### src/rtl/fetch_prefetch_unit.sv
// Instruction prefetcher between the imem port and decode.
// Pipelined sequential fetch with an in-order response queue.
//
// Ports:
//   clk_i, rst_ni                  clock, async active-low reset
//   redirect_valid_i/_fence_i      restart fetch (fence: drain first)
//   redirect_addr_i                new fetch PC, bits [1:0] ignored
//   mem_valid_o/_fence_o/_addr_o   imem request, accepted same cycle
//   mem_ready_i/_rdata_i           in-order imem response
//   out_valid_o/_pc_o/_instr_o     queue head to decode
//   out_ready_i                    decode accepts head
//   busy_o                         requests still in flight
module fetch_prefetch_unit #(
    parameter int unsigned XLEN    = 32,
    parameter int unsigned DEPTH   = 4,
    parameter int unsigned MAX_OUT = 2,
    parameter logic [XLEN-1:0] RESET_PC = '0
) (
    input  logic            clk_i,
    input  logic            rst_ni,
    input  logic            redirect_valid_i,
    input  logic            redirect_fence_i,
    input  logic [XLEN-1:0] redirect_addr_i,
    output logic            mem_valid_o,
    output logic            mem_fence_o,
    output logic [XLEN-1:0] mem_addr_o,
    input  logic            mem_ready_i,
    input  logic [31:0]     mem_rdata_i,
    output logic            out_valid_o,
    output logic [XLEN-1:0] out_pc_o,
    output logic [31:0]     out_instr_o,
    input  logic            out_ready_i,
    output logic            busy_o
);

    localparam int OW = $clog2(MAX_OUT + 1);
    localparam int CW = $clog2(DEPTH + 1);
    localparam int QW = $clog2(DEPTH);
    localparam int TW = (MAX_OUT > 1) ? $clog2(MAX_OUT) : 1;
    localparam int SW = CW + 1;

    typedef enum logic [1:0] {
        S_IDLE,
        S_RUN,
        S_FENCE
    } state_e;

    state_e          state_q, state_d;
    logic [XLEN-1:0] pc_q, pc_d;
    logic [OW-1:0]   outst_q, outst_d;
    logic [OW-1:0]   disc_q, disc_d;
    logic [CW-1:0]   cnt_q, cnt_d;
    logic [QW-1:0]   rd_q, rd_d, wr_q, wr_d;
    logic [TW-1:0]   trd_q, trd_d, twr_q, twr_d;

    logic [XLEN-1:0] q_pc  [DEPTH];
    logic [31:0]     q_ins [DEPTH];
    logic [XLEN-1:0] tag_q [MAX_OUT];

    logic            issue, fence_iss;
    logic            resp, drop, push, pop, credit;
    logic [SW-1:0]   inflight;

    function automatic logic [TW-1:0] tag_next(input logic [TW-1:0] p);
        if (p == TW'(MAX_OUT - 1)) return '0;
        return p + TW'(1);
    endfunction

    // A response with nothing outstanding is a protocol error and is ignored.
    assign resp = mem_ready_i && (outst_q != '0);
    assign drop = resp && ((disc_q != '0) || redirect_valid_i);
    assign push = resp && !drop;
    assign pop  = out_valid_o && out_ready_i;

    // Stale in-flight words will be dropped, so they reserve no queue slot.
    assign inflight = SW'(cnt_q) + SW'(outst_q) - SW'(disc_q);
    assign credit   = (outst_q < OW'(MAX_OUT)) && (inflight < SW'(DEPTH));

    always_comb begin
        state_d   = state_q;
        issue     = 1'b0;
        fence_iss = 1'b0;
        unique case (state_q)
            S_IDLE: state_d = S_RUN;
            S_RUN:  issue = credit && !redirect_valid_i;
            S_FENCE: begin
                if (outst_q == '0 && credit && !redirect_valid_i) begin
                    issue     = 1'b1;
                    fence_iss = 1'b1;
                    state_d   = S_RUN;
                end
            end
            default: state_d = S_IDLE;
        endcase
        // A pending fence survives a later plain redirect.
        if (redirect_valid_i) begin
            if (redirect_fence_i || state_q == S_FENCE) state_d = S_FENCE;
            else state_d = S_RUN;
        end
    end

    always_comb begin
        pc_d    = pc_q;
        outst_d = outst_q + OW'(issue) - OW'(resp);
        disc_d  = disc_q;
        cnt_d   = cnt_q + CW'(push) - CW'(pop);
        rd_d    = rd_q + QW'(pop);
        wr_d    = wr_q + QW'(push);
        trd_d   = resp ? tag_next(trd_q) : trd_q;
        twr_d   = issue ? tag_next(twr_q) : twr_q;
        if (issue) pc_d = pc_q + XLEN'(4);
        if (resp && disc_q != '0) disc_d = disc_q - OW'(1);
        if (redirect_valid_i) begin
            pc_d   = redirect_addr_i & ~XLEN'(3);
            disc_d = outst_q - OW'(resp);
            cnt_d  = '0;
            rd_d   = '0;
            wr_d   = '0;
        end
    end

    always_ff @(posedge clk_i or negedge rst_ni) begin
        if (!rst_ni) begin
            state_q <= S_IDLE;
            pc_q    <= RESET_PC;
            outst_q <= '0;
            disc_q  <= '0;
            cnt_q   <= '0;
            rd_q    <= '0;
            wr_q    <= '0;
            trd_q   <= '0;
            twr_q   <= '0;
        end else begin
            state_q <= state_d;
            pc_q    <= pc_d;
            outst_q <= outst_d;
            disc_q  <= disc_d;
            cnt_q   <= cnt_d;
            rd_q    <= rd_d;
            wr_q    <= wr_d;
            trd_q   <= trd_d;
            twr_q   <= twr_d;
        end
    end

    // Storage needs no reset: validity is tracked by the counters above.
    always_ff @(posedge clk_i) begin
        if (issue) tag_q[twr_q] <= pc_q;
        if (push) begin
            q_pc[wr_q]  <= tag_q[trd_q];
            q_ins[wr_q] <= mem_rdata_i;
        end
    end

    assign mem_valid_o = issue;
    assign mem_fence_o = fence_iss;
    assign mem_addr_o  = issue ? pc_q : '0;
    assign out_valid_o = (cnt_q != '0);
    assign out_pc_o    = out_valid_o ? q_pc[rd_q] : '0;
    assign out_instr_o = out_valid_o ? q_ins[rd_q] : '0;
    assign busy_o      = (outst_q != '0) || (disc_q != '0);

endmodule

### config.mk
export PLATFORM = sky130hd
export DESIGN_NAME = fetch_prefetch_unit
export DESIGN_NICKNAME = d
export VERILOG_FILES = /design/src/rtl/fetch_prefetch_unit.sv
export SDC_FILE = /design/constraint.sdc
export NUM_CORES = 1
export LEC_CHECK = 0
export BUFFER_PORTS_ARGS = -buffer_cell sky130_fd_sc_hd__buf_2
export CORE_MARGIN = 5
export CORE_UTILIZATION = 50
export DETAILED_ROUTE_END_ITERATION = 6
export GPL_TIMING_DRIVEN = 0
export PLACE_DENSITY = 0.73
export SYNTH_ARGS = -nofsm -noshare
export SYNTH_HDL_FRONTEND = slang
export SYNTH_SLANG_ARGS = --single-unit
export TNS_END_PERCENT = 50
### constraint.sdc
create_clock -name clk_i -period 16.6 [get_ports clk_i]
set_input_delay 4.15 -clock clk_i [delete_from_list [all_inputs] [get_ports clk_i]]
set_output_delay 4.15 -clock clk_i [all_outputs]
set_load 0.01 [all_outputs]
Word level (Yosys, flattened, before mapping) --
Memory sizes are Yosys's and may differ from the RTL's. Index checks and enable logic that the tools add are counted.
Storage, ports and cells: bits in registers 47, memories 3, word-level logic and storage cells 80, RAM bits 320, output and inout port bits 100
Operators by class: reductions and logical operators 22, eq/ne operators 4, $lt $le $gt $ge 2, add/sub/neg operators 13, muxes and demuxes 27
Memory list:
- q_ins | words 4, width 32, rd ports 1, clocked after Yosys merged registers in 0, wr ports 1, line 57 | logic [31:0] q_ins [DEPTH];
- q_pc | words 4, width 32, rd ports 1, clocked after Yosys merged registers in 0, wr ports 1, line 56 | logic [XLEN-1:0] q_pc [DEPTH];
- tag_q | words 2, width 32, rd ports 1, clocked after Yosys merged registers in 0, wr ports 1, line 58 | logic [XLEN-1:0] tag_q [MAX_OUT];
Operators by type and width (count):
- two-way mux 32 bit | 5
- adder 32 x 3 -> 32 bit (second input constant) | 1
- two-way mux 2 bit | 7
- two-way mux 1 bit | 12
- logical AND 1 bit | 9
- nonzero test 2 bit | 4
- adder 2 x 1 -> 2 bit | 3
- case mux 2 bit (3 select lines) | 1
- adder 3 x 2 -> 4 bit | 1
- zero test 2 bit | 2
- < comparator 4 x 3 -> 1 bit (second input constant) | 1
- subtractor 2 x 1 -> 2 bit | 2
- subtractor 4 x 2 -> 4 bit | 1
- adder 3 x 1 -> 3 bit | 1
- logical OR 1 bit | 3
- two-way mux 3 bit | 1
- inequality test 3 bit (second input constant) | 1
- nonzero test 3 bit | 1
- subtractor 3 x 1 -> 3 bit | 1
- adder 1 bit (second input constant) | 2
- == test 2 x 1 -> 1 bit (second input constant) | 1
- == test 2 bit (second input constant) | 1
- zero test 1 bit | 2
- < comparator 2 bit (second input constant) | 1
- other kinds (4) | 4

Longest topological paths before layout --
Gate-level depths: netlist (run 1).
word-level depth 10, gate-level depth with buffers 11, gate-level depth less buffers 10

Least setup slack after synthesis (run 1) --
Ideal clock, no wire load.
path kind input to register, start input port redirect_valid_i, end memory q_ins[1][0], enable pin, path slack 6.846 ns, setup time 0.571 ns, arrival 9.183 ns, data required time 16.029 ns, buffers on the path 1, stages on the path 4, cells stage by stage clkbuf_1 clkinv_1 nand3_1 nor3b_1
Between the ends: cells in the longest elaborated chain, start to end 6
RTL lines:
- from (decl) | line 21 | input logic redirect_valid_i,
- logical OR 1 bit | line 71 | assign drop = resp && ((disc_q != '0) || redirect_valid_i);
- logical AND 1 bit | line 71
- zero test 1 bit | line 72 | assign push = resp && !drop;
- logical AND 1 bit | line 72
- two-way mux 1 bit | line 149 | if (push) begin
- two-way mux 1 bit (implied by the code) | line 151 | q_ins[wr_q] <= mem_rdata_i;
- to (decl) | line 57
Every way passes these cells.

Final worst setup path (run 1) --
start input port redirect_valid_i, end output port mem_addr_o[11]
Between the ends: cells in the longest elaborated chain, start to end 5, elaborated cells on any way between the ends 6
RTL lines:
- zero test 1 bit (*) | line 85, 87
- logical AND 1 bit | line 87 | if (outst_q == '0 && credit && !redirect_valid_i) begin
- two-way mux 1 bit | line 87
- case mux 1 bit (2 select lines) (*) | line 83 | unique case (state_q)
- two-way mux 32 bit (*) | line 157 | assign mem_addr_o = issue ? pc_q : '0;
- to (decl) | line 26 | output logic [XLEN-1:0] mem_addr_o,
Mark *: on every way between the ends. The rest lies on a longest branch, timed or not.

==> flow_summary.ini, run 1 <==
[layout]
layout-drive-gt1-share_pct = 31.92
num-nets-final = 1147
synthToLayoutAreaGrowth_pct = 18.70
final_core_util_pct = 60.12
commonest_cells_after_routing_fill_and_taps_aside = sky130_fd_sc_hd__edfxtp_1 (308), sky130_fd_sc_hd__buf_2 (170), sky130_fd_sc_hd__nor2b_1 (73)
antenna_cells_inserted = 0
mostFrequentLayoutCell = sky130_fd_sc_hd__edfxtp_1

[clock_tree]
cts_resized = 0
tritoncts = yes
cts-root-buf = sky130_fd_sc_hd__clkbuf_16
worst_setup_hold_path_clk_slew_ns = 0.06
maximum_level_of_the_cts_h_tree = 2
tritoncts.num_buffers = 37
cts_max_path_buffers = 3
cts_hold_repair.buffers = 0
postCtsSetupBuffers = 0
numClockSinks = 353
clock_insertion_delay_at_the_later_pin_of_the_skew_report_ns = 0.51

[global_routing]
first_global_vias = 8368
grt_start_max_net_pins = 59
overflow = 0
grt_antenna_before_repair = 0
grt_first_pass_wirelength_mm = 47.37
gr-usage-all-layers_pct = 18.43

[placement]
weighted_congestion_at_the_end_of_routability_driven_global_placement = 0.8401
port-buffer-count = 163
hpwl_mm = 20.55

[detailed_routing]
dr.first_iter.drc_count = 560
routed_wl_mm = 29.84
drt-wirelength-per-cell_um = 20.33
viasPerCell = 5.476
routed_vias = 8039
route.detailed.drc = 0
drt_pre_antenna_iters = 5
ant_nets = 0

[power]
total_leakage_power_uw = 0.006124
irDropWorstVdd_uv = 72.22
power.density_cell_area_nw_per_um2 = 145.2

[yosys]
postSynthRegisterBits = 353
synth_area_um2 = 14540
seq_area_frac_synth_pct = 71.37
synth_cell_types = 52
synth_ff_type = sky130_fd_sc_hd__edfxtp_1
number_of_warnings_issued_by_yosys = 0
synth_area_per_cell_um2 = 17.35
synthesis.instances = 838
number_of_enable_type_register_cells_in_the_synthesized_netlist = 308
async_flop_share_pct = 12.75

[timing]
setup_violations = 0
unrepaired_setup_endpoints_after_global_routing = false
final-hold-violation-count = 0
final_period_minus_worst_setup_slack_ns = 9.965
timing.setup.tns_ns = 0
fin_skew_ns = 0.01151
maximum_frequency_from_static_timing_analysis_mhz = 100.4
slew_violations = 0
worst_pin_slew_ns = 1.067
max-slew-margin-rel_pct = 28.86
fin_crit_sh_pct = 60.03

[setup_path]
critPathSlowestCell = sky130_fd_sc_hd__clkbuf_1
path_cells = buf_2, nor3b_1, o21a_1, o21ai_2, inv_1, clkbuf_1, and2_1, buf_2
critical_path_class = in -> out
r2r_end = tag_q[1][11]
worst-path-max-fanout = 10
rr_startpoint = outst_q[1]
crit_required_ns = 12.45
worst_path_largest_cell_delay_ns = 0.39
reg2reg_slack_ns = 12.81
crit_path_start_kind = input pin
cp-end-kind = output port
cell_mode_on_critical_path = sky130_fd_sc_hd__buf_2
ff2ff_path_depth = 10
cp_data_arrival_time_ns = 5.81

[hold_path]
min_delay_worst_endpoint = tag_q[0][7]
min_path_cells = 0
worstHoldStart = pc_q[7]
hold_path.class = reg -> reg

[floorplan]
placeableCoreArea_um2 = 28700
floorplan.initialDensity_pct = 50.65
floorplan.die_area_um2 = 32580
die_w_um = 180.5
core.rowCount = 62
chipHeight_um = 180.5
io_pins = 170

[run_status]
outcome = finished, final reports clean

[run]
max-cap-violations = 0
[how the worst max path moves through the flow]
stage	start	endpoint	slack [ns]	cells after the start
after floorplan	redirect_valid_i	q_ins[1][0]	6.85	4
after global placement	redirect_valid_i	q_ins[1][10]	3.08	5
after detailed placement	redirect_valid_i	mem_addr_o[11]	6.62	8
after CTS	redirect_valid_i	mem_addr_o[11]	6.61	8
after global routing	redirect_valid_i	mem_addr_o[29]	6.49	8
final	redirect_valid_i	mem_addr_o[11]	6.64	8
[logic make-up (layout without fill, tap and decap cells)]
group	Yosys count	in the layout	share of synthesized area (%)
AND/OR/NAND/NOR	213	213	8.444
AO/OA/AOI/OAI	70	70	3.159
other	1	4	0.02580
flip-flops	353	353	71.37
XOR/XNOR	24	24	1.446
multiplexers	95	95	12.15
adder cells (fa/ha/maj)	16	16	1.480
buffers and inverters	66	309	1.919
[registers in the layout, summed over array words and instances (netlist names), 3 cells and up]
name   cells
tag_q     60
pc_q      30
cnt_q      3
q_ins    128
q_pc     120
[critical path, delay by kind of cell]
family | cells | cell delay (ns)
buffers and inverters | 4 | 0.83
AO/OA/AOI/OAI | 2 | 0.37
AND/OR/NAND/NOR | 2 | 0.48
[area by class of cell]
| type | count | area (um^2) |
|---|---|---|
| buffer | 43 | 192.7 |
| clock buffer | 48 | 1010 |
| clock inverter | 14 | 97.59 |
| fill | 2179 | 11450 |
| inverter | 23 | 86.33 |
| multi-input combinational | 422 | 3930 |
| sequential | 353 | 10380 |
| tap | 384 | 480.5 |
| timing repair buffer | 181 | 1084 |
[power by group]
| group | internal, uW | total (uW) | leakage [uW] | switching (uW) |
|---|---|---|---|---|
| clock network | 443 | 758 | 0.000538 | 316 |
| logic | 299 | 676 | 0.00228 | 378 |
| registers | 1030 | 1070 | 0.00331 | 35.8 |
[synth_stat cells, types with 6 or more instances]
master	count	area (um^2)
sky130_fd_sc_hd__xnor2_1	17	148.9
sky130_fd_sc_hd__or4_1	8	60.06
sky130_fd_sc_hd__clkbuf_1	28	105.1
sky130_fd_sc_hd__o2111ai_1	6	52.55
sky130_fd_sc_hd__edfxtp_1	308	9249
sky130_fd_sc_hd__buf_2	7	35.03
sky130_fd_sc_hd__nor2_1	22	82.58
sky130_fd_sc_hd__and2_1	32	200.2
sky130_fd_sc_hd__mux2_2	32	360.4
sky130_fd_sc_hd__nor2b_1	73	456.7
sky130_fd_sc_hd__xor2_1	7	61.31
sky130_fd_sc_hd__and3_1	6	37.54
sky130_fd_sc_hd__inv_1	22	82.58
sky130_fd_sc_hd__ha_1	14	175.2
sky130_fd_sc_hd__o21ai_0	24	120.1
sky130_fd_sc_hd__nand2_1	30	112.6
sky130_fd_sc_hd__a31oi_1	9	56.30
sky130_fd_sc_hd__o211ai_1	8	60.06
sky130_fd_sc_hd__mux4_2	62	1396
sky130_fd_sc_hd__dfrtp_1	45	1126
sky130_fd_sc_hd__nand3_1	16	80.08
[routing by layer]
metal | GRT usage [%] | vias up | routed length, um
met5 | 0 | - | 0
met4 | 4.658 | 0 | 599
met3 | 3.310 | 47 | 1887
met2 | 29.64 | 285 | 14420
met1 | 26.54 | 4028 | 12930
li1 | - | 3679 | -
[through the flow]
step                      instances  hold slack [ns]  instance area [um^2]  worst slack (ns)  total power, uW
after detailed placement       1406           0.5369                 16150             6.621             1778
after global routing           1468           0.5761                 17260             6.494             2638
final                          1468           0.5569                 17260             6.635             2505
after CTS                      1468           0.5507                 17260             6.615             2540
after floorplan                 841           0.4603                 14550             6.846             1532
after global placement         1388           0.4769                 15840             3.076             1755
No activity file was read; power rests on OpenSTA's default activity.
==> run 2, diff against run 1 <==
ABC_AREA = 1   (was unset)
clock period = 9.25 ns   (was 16.6 ns; I/O delays follow)
==> flow_summary.ini, run 2 <==
[setup_path]
path_cells = buf_2, nor2_1, nand4_1, nand2_1, nand2_2, buf_6, buf_6, inv_1, buf_2
critical_path.n_buffers_inverters = 5
worst_path_largest_cell_delay_ns = 0.17
cp_data_arrival_time_ns = 3.57
cp-end-kind = output port
critPathSlowestCell = sky130_fd_sc_hd__buf_6
crit_required_ns = 6.94
r2r_end = tag_q[1][4]
critical_path_class = in -> out
ff2ff_path_depth = 15
rr_startpoint = outst_q[1]
reg2reg_slack_ns = 5.82
critical-path-top-delay-family = buffers and inverters
worst-path-max-fanout = 10
crit_path_start_kind = input pin

[layout]
layout-drive-gt1-share_pct = 16.23
synthToLayoutAreaGrowth_pct = 18.19
multiInputGateArea_um2 = 4252
largest_reg_by_ff_count = q_ins
num-nets-final = 1785
antenna_cells_inserted = 0
sequential_cell_area_um2 = 10380
largest_register_ff_count = 128
mostFrequentLayoutCell = sky130_fd_sc_hd__nor2_1
biggestRegsByFlops = q_ins (128), q_pc (120), tag_q (60)
final_core_util_pct = 59.52
fill_cells = 2504
commonest_cells_after_routing_fill_and_taps_aside = sky130_fd_sc_hd__nor2_1 (329), sky130_fd_sc_hd__edfxtp_1 (308), sky130_fd_sc_hd__nand2_1 (305)

[yosys]
synth_cell_types = 28
async_flop_share_pct = 12.75
synth_area_per_cell_um2 = 10.40
fraction_of_the_mapped_netlist_area_in_adder_cells_pct = 1.408
synthesis.instances = 1470
synth_xor_area_share_pct = 0.6876
number_of_enable_type_register_cells_in_the_synthesized_netlist = 308
synthMostInstantiatedCell = sky130_fd_sc_hd__nor2_1
postSynthRegisterBits = 353
synth-compound-area-share_pct = 7.351
proportion_of_synthesized_area_in_mux_cells_pct = 0
seq_area_frac_synth_pct = 67.88
synth.top_cells.by_area = sky130_fd_sc_hd__edfxtp_1 (61%), sky130_fd_sc_hd__nor2_1 (8.1%), sky130_fd_sc_hd__nand2_1 (7.5%)
synth_ff_type = sky130_fd_sc_hd__edfxtp_1
simple_gate_share_of_the_synthesized_area_pct = 18.04
synth_top_area_cell = sky130_fd_sc_hd__edfxtp_1
synthTopCellsByCount = sky130_fd_sc_hd__nor2_1 (331), sky130_fd_sc_hd__edfxtp_1 (308), sky130_fd_sc_hd__nand2_1 (305)
dominant_combinational_cell_family_by_area_after_synthesis = simple AND/OR/NAND/NOR gates
synthDominantCellAreaShare_pct = 60.51
synth_area_um2 = 15280
number_of_warnings_issued_by_yosys = 0

[placement]
port-buffer-count = 162
hpwl_mm = 25.65
weighted_congestion_at_the_end_of_routability_driven_global_placement = 0.9101

[timing]
setup_violations = 0
fin_skew_ns = 0.01688
fin_crit_sh_pct = 63.64
maximum_frequency_from_static_timing_analysis_mhz = 169.9
slew_violations = 0
unrepaired_setup_endpoints_after_global_routing = false
final-hold-violation-count = 0
worst_pin_slew_ns = 1.071
timing.setup.tns_ns = 0
final_period_minus_worst_setup_slack_ns = 5.887
max-slew-margin-rel_pct = 28.36

[floorplan]
die_w_um = 184.8
floorplan.die_area_um2 = 34170
core.rowCount = 64
io_pins = 170
chipHeight_um = 184.8
placeableCoreArea_um2 = 30350
floorplan.initialDensity_pct = 50.36

[detailed_routing]
drt-wirelength-per-cell_um = 17.18
viasPerCell = 5.211
routed_wl_mm = 36.44
drt_pre_antenna_iters = 5
route.detailed.drc = 0
routed_vias = 11052
ant_nets = 0
dr.first_iter.drc_count = 862

[global_routing]
overflow = 0
grt_first_pass_wirelength_mm = 56.89
grt_start_max_net_pins = 46
gr-usage-all-layers_pct = 21.26
grt_antenna_before_repair = 0
first_global_vias = 10657

[hold_path]
min_path_cells = 2
worstHoldStart = state_q[1]
hold_path.class = reg -> reg
min_delay_worst_endpoint = state_q[1]

[power]
irDropWorstVdd_uv = 172.1
power.density_cell_area_nw_per_um2 = 274.1
total_leakage_power_uw = 0.007299

[clock_tree]
maximum_level_of_the_cts_h_tree = 2
worst_setup_hold_path_clk_slew_ns = 0.06
tritoncts = yes
numClockSinks = 353
tritoncts.num_buffers = 36
cts_resized = 0
clock_insertion_delay_at_the_later_pin_of_the_skew_report_ns = 0.51
cts_max_path_buffers = 3
cts_hold_repair.buffers = 0
postCtsSetupBuffers = 0
cts-root-buf = sky130_fd_sc_hd__clkbuf_16

[run_status]
outcome = finished, final reports clean

[run]
max-cap-violations = 0
run 2: final cells by class:
class / instances / share of cell area, %
Inverter: 80 / 1.662
Tap cell: 396 / 2.743
Buffer: 78 / 2.237
Clock buffer: 42 / 5.167
Timing Repair Buffer: 188 / 6.150
Multi-Input combinational cell: 962 / 23.54
Sequential cell: 353 / 57.43
Clock inverter: 22 / 1.074
run 2: cells by family after synthesis:
group | Yosys count
compound gates | 223
xor+xnor | 12
fa+ha+maj | 16
buf+inv | 158
flops | 353
other cells | 1
simple gates | 707
run 2: power by group:
part | switching, uW | internal (uW) | leakage [uW]
logic | 1080 | 489 | 0.00339
clock network | 568 | 808 | 0.000558
registers | 89.1 | 1920 | 0.00335
total | 1740 | 3210 | 0.00730
run 2: worst register-to-register path, stage by stage, from the launching register on:
cell and delay (ns):
sky130_fd_sc_hd__dfrtp_1 0.39, sky130_fd_sc_hd__inv_1 0.10, sky130_fd_sc_hd__fa_1 0.54, sky130_fd_sc_hd__inv_1 0.04, sky130_fd_sc_hd__ha_1 0.30, sky130_fd_sc_hd__nand2_1 0.07, sky130_fd_sc_hd__inv_1 0.04, sky130_fd_sc_hd__nand2_1 0.07
sky130_fd_sc_hd__nand3_1 0.09, sky130_fd_sc_hd__nand2_2 0.11, sky130_fd_sc_hd__nand4_1 0.12, sky130_fd_sc_hd__nand2_1 0.11, sky130_fd_sc_hd__nand2_2 0.07, sky130_fd_sc_hd__buf_6 0.17, sky130_fd_sc_hd__buf_6 0.16, sky130_fd_sc_hd__nor2_4 0.66
run 2: worst max-delay path by stage:
stage	cells after the start	start	slack [ns]	endpoint
2_1_floorplan	4	redirect_valid_i	1.66	q_ins[0][0]
4_1_cts	9	redirect_valid_i	3.32	mem_valid_o
6_report	9	redirect_valid_i	3.36	mem_valid_o
3_5_place_dp	9	redirect_valid_i	3.33	mem_valid_o
5_1_grt	9	redirect_valid_i	3.26	mem_valid_o
3_3_place_gp	5	mem_ready_i	-2.08	q_ins[3][6]
run 2: metal layers:
layer	wire, um	vias to the layer above	share of wire, %	global-route usage (%)
met5	0	-	0	0
met4	1040	0	2.9	6.723
met3	2666	63	7.3	2.769
met2	17400	421	48	35.25
met1	15330	5166	42	29.59
li1	-	5402	-	-
run 2: stage by stage:
step                setup slack [ns]  cells  instance area [um^2]  total power [uW]  hold slack (ns)
global route                   3.264   2121                 18060              5248           0.5432
global placement              -2.076   2031                 16600              3554           0.4867
finish                         3.363   2121                 18060              4952           0.5200
floorplan                      1.662   1473                 15300              2975           0.4675
CTS                            3.323   2121                 18060              4993           0.5210
detailed placement             3.330   2057                 16940              3614           0.5081
==> run 3, diff against run 2 <==
PLACE_DENSITY = 0.75   (was 0.73)
clock period = 5.4 ns   (was 9.25 ns; I/O delays follow)
==> flow_summary.ini, run 3 (same netlist as run 2, synthesis figures left out) <==
[global_routing]
gr-usage-all-layers_pct = 21.02
first_global_vias = 10508
grt_start_max_net_pins = 46
overflow = 0
grt_first_pass_wirelength_mm = 56.55
grt_antenna_before_repair = 0

[placement]
placed_cells_incl_taps = 2057
hpwl_mm = 25.52
weighted_congestion_at_the_end_of_routability_driven_global_placement = 0.9032
port-buffer-count = 162
dpl-instance-area_um2 = 16940

[floorplan]
io_pins = 170
placeableCoreArea_um2 = 30350
floorplan.die_area_um2 = 34170
die_w_um = 184.8
floorplan.initialDensity_pct = 50.36
core.rowCount = 64
chipHeight_um = 184.8

[layout]
num-nets-final = 1785
stdcell_area_um2 = 18070
mostFrequentLayoutCell = sky130_fd_sc_hd__nor2_1
layout-drive-gt1-share_pct = 15.85
final_core_util_pct = 59.56
largest_reg_by_ff_count = q_ins
biggestRegsByFlops = q_ins (128), q_pc (120), tag_q (60)
commonest_cells_after_routing_fill_and_taps_aside = sky130_fd_sc_hd__nor2_1 (329), sky130_fd_sc_hd__edfxtp_1 (308), sky130_fd_sc_hd__nand2_1 (305)
layout.cells.non_filler = 2118
synthToLayoutAreaGrowth_pct = 18.25
antenna_cells_inserted = 0
largest_register_ff_count = 128

[clock_tree]
postCtsSetupBuffers = 0
maximum_level_of_the_cts_h_tree = 2
worst_setup_hold_path_clk_slew_ns = 0.06
tritoncts.num_buffers = 36
cts_max_path_buffers = 3
clock_insertion_delay_at_the_later_pin_of_the_skew_report_ns = 0.51
numClockSinks = 353
cts_resized = 0
cts-root-buf = sky130_fd_sc_hd__clkbuf_16
tritoncts = yes
cts_hold_repair.buffers = 0

[setup_path]
cell_mode_on_critical_path = sky130_fd_sc_hd__inv_1
worst_path_largest_cell_delay_ns = 0.54
critical-path-top-delay-family = adder cells
crit_required_ns = 4.05
crit_path_start_kind = register
path_cells = inv_1, fa_1, inv_1, ha_1, nand2_1, inv_1, nand2_1, nand3_1, nand2_2, nand4_1, nand2_1, nand2_2, buf_6, buf_6, inv_1, buf_2
cp_data_arrival_time_ns = 3.19
cp-end-kind = output port
critical_path_class = reg -> out
critical_path.n_buffers_inverters = 7
critPathSlowestCell = sky130_fd_sc_hd__fa_1
worst-path-max-fanout = 10

[timing]
max-slew-margin-rel_pct = 26.99
final_period_minus_worst_setup_slack_ns = 4.542
worst_pin_slew_ns = 1.091
final-hold-violation-count = 0
setup_violations = 0
slew_violations = 0
unrepaired_setup_endpoints_after_global_routing = false
fin_skew_ns = 0.01320
timing.setup.tns_ns = 0
maximum_frequency_from_static_timing_analysis_mhz = 220.2
fin_crit_sh_pct = 84.10

[run_status]
outcome = finished, final reports clean

[power]
irDropWorstVdd_uv = 258.5
power.density_cell_area_nw_per_um2 = 470.9
total_leakage_power_uw = 0.007292

[detailed_routing]
drt_pre_antenna_iters = 5
routed_vias = 11048
ant_nets = 0
route.detailed.drc = 0
routed_wl_mm = 36.36
drt-wirelength-per-cell_um = 17.17
viasPerCell = 5.216
dr.first_iter.drc_count = 872

[run]
max-cap-violations = 0

[hold_path]
hold_path.class = reg -> reg
-- run 3: changes by cell type in the layout (fill, tap and decap cells not counted), sizes merged --
cell and delta:
inv -1, clkinv -7, bufinv +1, clkbuf +4
-- run 3: worst paths after layout --
kind	from	cells past startpoint	to	slack [ns]
setup / recovery	outst_q[1]	16	mem_valid_o	0.86
hold / removal	state_q[1]	2	state_q[1]	0.51
setup reg to reg	outst_q[1]	15	tag_q[1][14]	1.97
hold reg to reg	state_q[1]	2	state_q[1]	0.51
max in group asynchronous	rst_ni	1	wr_q[1]	3.69
min in group asynchronous	rst_ni	1	pc_q[25]	1.03
-- run 3: power breakdown --
group          switching (uW)  total, uW  internal [uW]
Sequential                155       3440           3280
Combinational            1840       2680            837
Clock                     947       2400           1450
Total                    2940       8510           5570
-- run 3: layout make-up --
class	instances	area, um^2
fillers	2494	12270
flip-flops and latches	353	10380
multi-input cells	962	4252
repair buffers	188	1115
clock buffers	46	969.7
well taps	396	495.5
plain buffers	78	404.1
inverters	80	300.3
clock inverters	15	163.9
-- run 3: metal layers --
layer,vias to the layer above,global-route usage (%),part of all wire [%]
met5,-,0,0
met4,0,5.725,2.5
met3,69,2.730,6.9
met2,407,34.76,47
met1,5185,29.79,43
li1,5387,-,-
-- run 3: worst register-to-register path, cell delays in order, from the launching register on --
cell and delay, ns:
sky130_fd_sc_hd__dfrtp_1 0.39, sky130_fd_sc_hd__inv_1 0.09, sky130_fd_sc_hd__fa_1 0.54, sky130_fd_sc_hd__inv_1 0.04
sky130_fd_sc_hd__ha_1 0.29, sky130_fd_sc_hd__nand2_1 0.07, sky130_fd_sc_hd__inv_1 0.04, sky130_fd_sc_hd__nand2_1 0.08
sky130_fd_sc_hd__nand3_1 0.10, sky130_fd_sc_hd__nand2_2 0.12, sky130_fd_sc_hd__nand4_1 0.12, sky130_fd_sc_hd__nand2_1 0.10
sky130_fd_sc_hd__nand2_2 0.07, sky130_fd_sc_hd__buf_6 0.17, sky130_fd_sc_hd__buf_6 0.16, sky130_fd_sc_hd__nor2_4 0.65
-- run 3: stage by stage --
stage	setup WS, ns	total power (uW)	hold slack, ns
6_report	0.8584	8512	0.5148
5_1_grt	0.6234	9027	0.5415
4_1_cts	0.8099	8569	0.5150
3_5_place_dp	1.367	6183	0.4953
3_3_place_gp	-4.774	6086	0.4856
2_1_floorplan	-1.225	5095	0.4675
